**src/rtl/stream_demux_n.sv**
```systemverilog
// stream_demux_n: registered 1:NUM_CH valid/ready demux with broadcast and out-of-range drop counting
module stream_demux_n #(
  parameter int DATA_W = 8,
  parameter int NUM_CH = 4,
  parameter int SEL_W = $clog2(NUM_CH),
  parameter int ERR_W = 8
) (
  input  logic                     clk,
  input  logic                     rst_n,
  input  logic                     in_valid,
  output logic                     in_ready,
  input  logic [DATA_W-1:0]        in_data,
  input  logic [SEL_W-1:0]         in_sel,
  input  logic                     in_bcast,
  output logic [NUM_CH-1:0]        out_valid,
  input  logic [NUM_CH-1:0]        out_ready,
  output logic [NUM_CH*DATA_W-1:0] out_data,
  output logic                     err_pulse,
  output logic [ERR_W-1:0]         err_cnt
);
  localparam logic [SEL_W:0] CH_LIM = (SEL_W+1)'(NUM_CH);
  logic [NUM_CH-1:0] pend_q, pend_d;
  logic [DATA_W-1:0] data_q;
  logic accept, drop;
  assign in_ready = ~|(pend_q & ~out_ready);
  assign accept = in_valid & in_ready;
  assign drop = accept & ~in_bcast & ({1'b0, in_sel} >= CH_LIM);
  assign out_valid = pend_q;
  assign out_data = {NUM_CH{data_q}};
  always_comb begin
    pend_d = accept ? (in_bcast ? '1 : drop ? '0 : NUM_CH'(1) << in_sel) : pend_q & ~out_ready;
  end
  always_ff @(posedge clk or negedge rst_n) begin
    if (!rst_n) begin
      pend_q <= '0;
      data_q <= '0;
      err_pulse <= 1'b0;
      err_cnt <= '0;
    end else begin
      pend_q <= pend_d;
      if (accept && !drop) data_q <= in_data;
      err_pulse <= drop;
      err_cnt <= err_cnt + ERR_W'(drop && !(&err_cnt));
    end
  end
endmodule

```
**config.mk**
```make
export PLATFORM = sky130hd
export DESIGN_NAME = stream_demux_n
export DESIGN_NICKNAME = d
export VERILOG_FILES = /design/src/rtl/stream_demux_n.sv
export SDC_FILE = /design/constraint.sdc
export NUM_CORES = 1
export LEC_CHECK = 0
export CAP_MARGIN = 20
export CORE_ASPECT_RATIO = 1.2
export CORE_MARGIN = 5
export CORE_UTILIZATION = 35
export CTS_CLUSTER_DIAMETER = 80
export DETAILED_ROUTE_END_ITERATION = 12
export GPL_ROUTABILITY_DRIVEN = 1
export HOLD_SLACK_MARGIN = 0.03
export PLACE_DENSITY = 0.89
export RECOVER_POWER = 50
export SKIP_CTS_REPAIR_TIMING = 1
export SYNTH_ARGS = -nofsm -noshare
export SYNTH_HDL_FRONTEND = slang
export SYNTH_SLANG_ARGS = --single-unit
```
**constraint.sdc**
```tcl
create_clock -name clk -period 4.03 [get_ports clk]
set_input_delay 0.806 -clock clk [delete_from_list [all_inputs] [get_ports clk]]
set_output_delay 0.806 -clock clk [all_outputs]
set_load 0.01 [all_outputs]
```
==> results of run 1 <==
kinds of logic after synthesis:
family / count (synthesis)
buffers and inverters: 36
other: 1
AOI/OAI and AO/OA: 8
muxes: 8
and+or+nand+nor: 6
DFF: 12
registers in the layout (all words and copies together) (netlist names):
signal,count
data_q,8
out_valid,4
critical path, delay by kind of cell:
| kind | cells | cell delay (ps) |
|---|---|---|
| buf+inv | 2 | 1180 |
| simple gates | 2 | 430 |
power breakdown:
group	switching, W	leakage (nW)	total (W)	internal (W)
registers	0.0000364	0.144	0.000194	0.000157
logic	0.000147	0.357	0.000400	0.000254
clock network	0.0000390	0.0210	0.0000938	0.0000548
path summary, 6_finish.rpt:
check | from | end | slack, ps | depth (start not counted)
worst min-delay path | data_q[3] | data_q[3] | 560 | 1
max in group asynchronous | rst_n | data_q[7] | 2710 | 1
worst max-delay path | out_ready[1] | in_ready | 800 | 4
worst min register to register | data_q[3] | data_q[3] | 560 | 1
min in group asynchronous | rst_n | data_q[4] | 960 | 1
worst max register to register | out_valid[1] | data_q[1] | 2160 | 4
routing by layer:
metal | up-vias | GRT usage
met5 | - | 0
met4 | 0 | 0.03834
met3 | 2 | 0.05251
met2 | 33 | 0.1803
met1 | 258 | 0.1116
li1 | 249 | -
cell type report:
class	count	area (um2)	share of cell area
inverter	2	7.507	0.006417
sequential	12	300.3	0.2567
multi-input combinational	31	246.5	0.2107
clock buffer	4	36.28	0.03102
tap	31	38.79	0.03316
timing repair buffer	54	540.5	0.4620
per-stage QoR:
| step | utilization | area, um2 |
|---|---|---|
| floorplan | - | 830.8 |
| global placement | 0.5151 | 1151 |
| detailed placement | 0.5151 | 1151 |
| CTS | 0.5314 | 1187 |
| global route | 0.5235 | 1170 |
| finish | 0.5235 | 1170 |
synthesized netlist by cell type, drive strengths merged:
cell	number	area [um2]
a21oi	4	20.02
nand2	1	6.260
mux2	8	112.6
o21bai	4	30.03
nor2b	4	40.04
nor4	1	21.27
inv	2	7.510
conb	1	3.750
dfrtp	12	300.3
buf	34	259.0
==> qor.csv, run 1 <==
metric;value;unit
status;finished, final reports clean;
first-pass GRT wire length;2.656;mm
post-synthesis adder-cell area fraction;0;
Area growth syn-to-layout;46.09;%
DRT Pass-1 Iters;4;
WL final;1.747;mm
final non-filler cell total;134;
GRT overflow;0;
Avg WL per Cell;13.04;um
wire length on met1;611;um
antenna violations before repair;0;
CP peak stage delay;610;ps
# diodes;0;
Max Clock Skew;3.837;ps
Hold Fails Final Rpt;0;
detailed-route via count;542;
crit path capture type;output pin;
Lkg Pwr;0.5219;nW
period utilization;0.8006;
Placement Setup Slack;952.1;ps
synthesized area;800.8;um2
Crit Path Class;input port to output pin;
Hold WC Path Type;flop to flop;
DR vias/cell;4.045;
Slew Limit Fails;0;
Worst EP arrival;2420;ps
Worst Slack Setup Final;803.6;ps
core area;2235;um2
Top-Level Pins;64;
Max-slew headroom;0.6104;
share of post-route cells with drive strength above 1;0.1359;
clock root cell;clkbuf_4;
DRT iter0 DRCs;2;
Max clock buf depth;2;
Chip Width;53.67;um
RSZ-0062 raised after global routing;false;
xor/xnor cell area share of the yosys netlist;0;
most frequent cells in the layout;clkdlybuf4s50_1, dlygate4sd3_1, dfrtp_1;
Post-Route Setup TNS;0;ps
largest family of logic cells by synthesized area;buffers and inverters;
CTS tree;yes;
full die area;3348;um2
Power Dens Cells;587.9;nW/um2
Slowest-stage cell, CP;clkdlybuf4s50_1;
H-tree Lvls;1;
simple-gate share of the synthesized area;0.08437;
most common cell after layout, fill and taps aside;clkdlybuf4s50_1;
startpoint types;input port;
Highest Signal Layer;met4;
Yosys cell types;13;
fmax;309.9;MHz
placed instance count;130;
met3 wire length;203;um
worst vdd ir;0.2226;mV
Sink Count;12;
GRT Total Usage;0.1076;
Worst-Margin Slew;583.0;ps
Port Buf Inserts;54;
Starting Density;0.3583;
total power;0.0006878;W
crit path cell chain;dlygate4sd3_1 -> nor2b_4 -> nor4_1 -> clkdlybuf4s50_1;
RePlAce Congestion;0.7706;
Yosys reg bits;12;
crit path time final;3226;ps
clock latency at the later pin of the worst-skew pair;270;ps
DRC errors left;0;
CTS Buf Count;3;
vias in the first global route;533;
nets;122;
Die H;62.40;um
Worst Hold Slack;562.6;ps
Critical Path Fanout Max;2;
Fillers;211;
Worst EP required;3220;ps
Clock transition at path regs;70;ps
row cnt;19;
sequential area share after synthesis;0.3750;
cell count after synthesis;71;
Synth Area in Compound Gates;0.06250;
Max-cap violations;0;
largest net degree at the start of global routing;13;
Mean Syn Cell Area;11.28;um2
final setup vio count;0;
Antenna Nets Post-Route;0;
Yosys Warn Count;0;
mux cell area share after synthesis;0.1406;
met2 wire length;919;um
Note: power is estimated with default switching activity, not from simulation.
==> run 2: changes to the inputs <==
--- a/config.mk
+++ b/config.mk
@@ -8,12 +8,12 @@
 export CAP_MARGIN = 20
 export CORE_ASPECT_RATIO = 1.2
 export CORE_MARGIN = 5
-export CORE_UTILIZATION = 35
+export CORE_UTILIZATION = 29
 export CTS_CLUSTER_DIAMETER = 80
 export DETAILED_ROUTE_END_ITERATION = 12
 export GPL_ROUTABILITY_DRIVEN = 1
 export HOLD_SLACK_MARGIN = 0.03
-export PLACE_DENSITY = 0.89
+export PLACE_DENSITY = 0.79
 export RECOVER_POWER = 50
 export SKIP_CTS_REPAIR_TIMING = 1
 export SYNTH_ARGS = -nofsm -noshare
==> constraint.sdc (replaced) <==
create_clock -name clk -period 2.7 [get_ports clk]
set_input_delay 0.54 -clock clk [delete_from_list [all_inputs] [get_ports clk]]
set_output_delay 0.54 -clock clk [all_outputs]
set_load 0.01 [all_outputs]
==> qor.csv, run 2 (synthesis results as in run 1) <==
metric;value;unit
GRT overflow;0;
WP depth;4;
Largest delay share family, worst path;buffers and inverters;
H-tree Lvls;1;
dpl hpwl;1.490;mm
Max-cap violations;0;
WP buf/inv;2;
Fillers;272;
CTS Buf Count;3;
RSZ-0062 raised after global routing;false;
first-pass GRT wire length;2.787;mm
Chip Width;57.97;um
clock root cell;clkbuf_4;
Worst EP required;2160;ps
total power;0.001040;W
RePlAce Congestion;0.7306;
Reg2Reg Setup Slack;920;ps
DRT iter0 DRCs;8;
Sink Count;12;
cell mode on critical path;clkdlybuf4s50_1;
crit path cell chain;clkdlybuf4s50_1 -> nor2b_1 -> nor4_4 -> clkdlybuf4s50_1;
Worst R2R End;data_q[6];
WL final;1.805;mm
status;finished, final reports clean;
final setup vio count;0;
Area growth syn-to-layout;47.50;%
CTS tree;yes;
DR vias/cell;3.927;
full die area;3917;um2
vias in the first global route;585;
Hold Fails Final Rpt;0;
final non-filler cell total;137;
Avg WL per Cell;13.18;um
CP endpoint;in_ready;
Max-slew headroom;0.6104;
nets;122;
crit path capture type;output pin;
row cnt;21;
largest reg by FF count;data_q;
DRT Pass-1 Iters;4;
Post-Route Setup TNS;0;ps
clock latency at the later pin of the worst-skew pair;270;ps
share of post-route cells with drive strength above 1;0.1359;
Crit Path Class;input port to output pin;
Clock transition at path regs;80;ps
placed instance count;133;
worst vdd ir;0.3355;mV
CP startpoint;out_ready[1];
detailed-route via count;538;
Max Clock Skew;0.4461;ps
worst r2r path cells;4;
Slew Limit Fails;0;
Starting Density;0.2930;
Worst-Margin Slew;582.4;ps
Register Area;300.3;um2
antenna violations before repair;0;
hold path cells;1;
core area;2733;um2
fmax;400.5;MHz
CP peak stage delay;580;ps
DRC errors left;0;
crit path time final;2497;ps
Port Buf Inserts;54;
period utilization;0.9248;
most common cell after layout, fill and taps aside;clkdlybuf4s50_1;
Top-Level Pins;64;
Hold WC Path Type;flop to flop;
startpoint types;input port;
most frequent cells in the layout;clkdlybuf4s50_1, dlygate4sd3_1, dfrtp_1;
# diodes;0;
Power Dens Cells;880.5;nW/um2
Max clock buf depth;2;
Die H;67.57;um
dpl cell area;1155;um2
R2R Path Start;out_valid[1];
Critical Path Fanout Max;2;
Slowest-stage cell, CP;clkdlybuf4s50_1;
largest net degree at the start of global routing;13;
Antenna Nets Post-Route;0;
GRT Total Usage;0.09391;
area occupied by multi-input gates;254.0;um2
max reg flops;8;
Lkg Pwr;0.5233;nW
Worst EP arrival;1960;ps
Design Area, Final;1181;um2
## run 2: worst min path at each step
stage                         start        end  slack [ps]
after floorplan               rst_n  data_q[0]         240
after global placement    data_q[4]  data_q[4]         560
after detailed placement  data_q[7]  data_q[7]         570
after CTS                 data_q[3]  data_q[3]         600
after global routing      data_q[7]  data_q[7]         610
final                     data_q[1]  data_q[1]         570
## run 2: layout make-up
| class | count | share of cell area |
|---|---|---|
| clock buffers | 4 | 0.03072 |
| inverters | 2 | 0.006356 |
| multi-input cells | 31 | 0.2150 |
| flip-flops and latches | 12 | 0.2542 |
| well taps | 34 | 0.03602 |
| repair buffers | 54 | 0.4576 |
## run 2: stage by stage
| step | util | setup WS, ps | hold WS [ps] |
|---|---|---|---|
| 2_1_floorplan | - | 1099 | 244.4 |
| 3_3_place_gp | 0.4226 | 173.7 | 558.7 |
| 3_5_place_dp | 0.4226 | 141.3 | 574.0 |
| 4_1_cts | 0.4359 | 131.3 | 597.0 |
| 5_1_grt | 0.4322 | 126.0 | 607.9 |
| 6_report | 0.4322 | 202.9 | 569.7 |
## run 2: metal layers
layer	wire length, um	track usage	part of all wire	up-vias
li1	-	-	-	252
met1	628	0.09343	0.35	250
met2	944	0.1695	0.52	36
met3	233	0.03824	0.13	0
met4	0	0.04348	0	0
met5	0	0	0	-
## run 2: power by group
part           internal (W)  switching (W)
clock network     0.0000819      0.0000662
registers          0.000235      0.0000550
logic              0.000381       0.000221
total              0.000698       0.000342
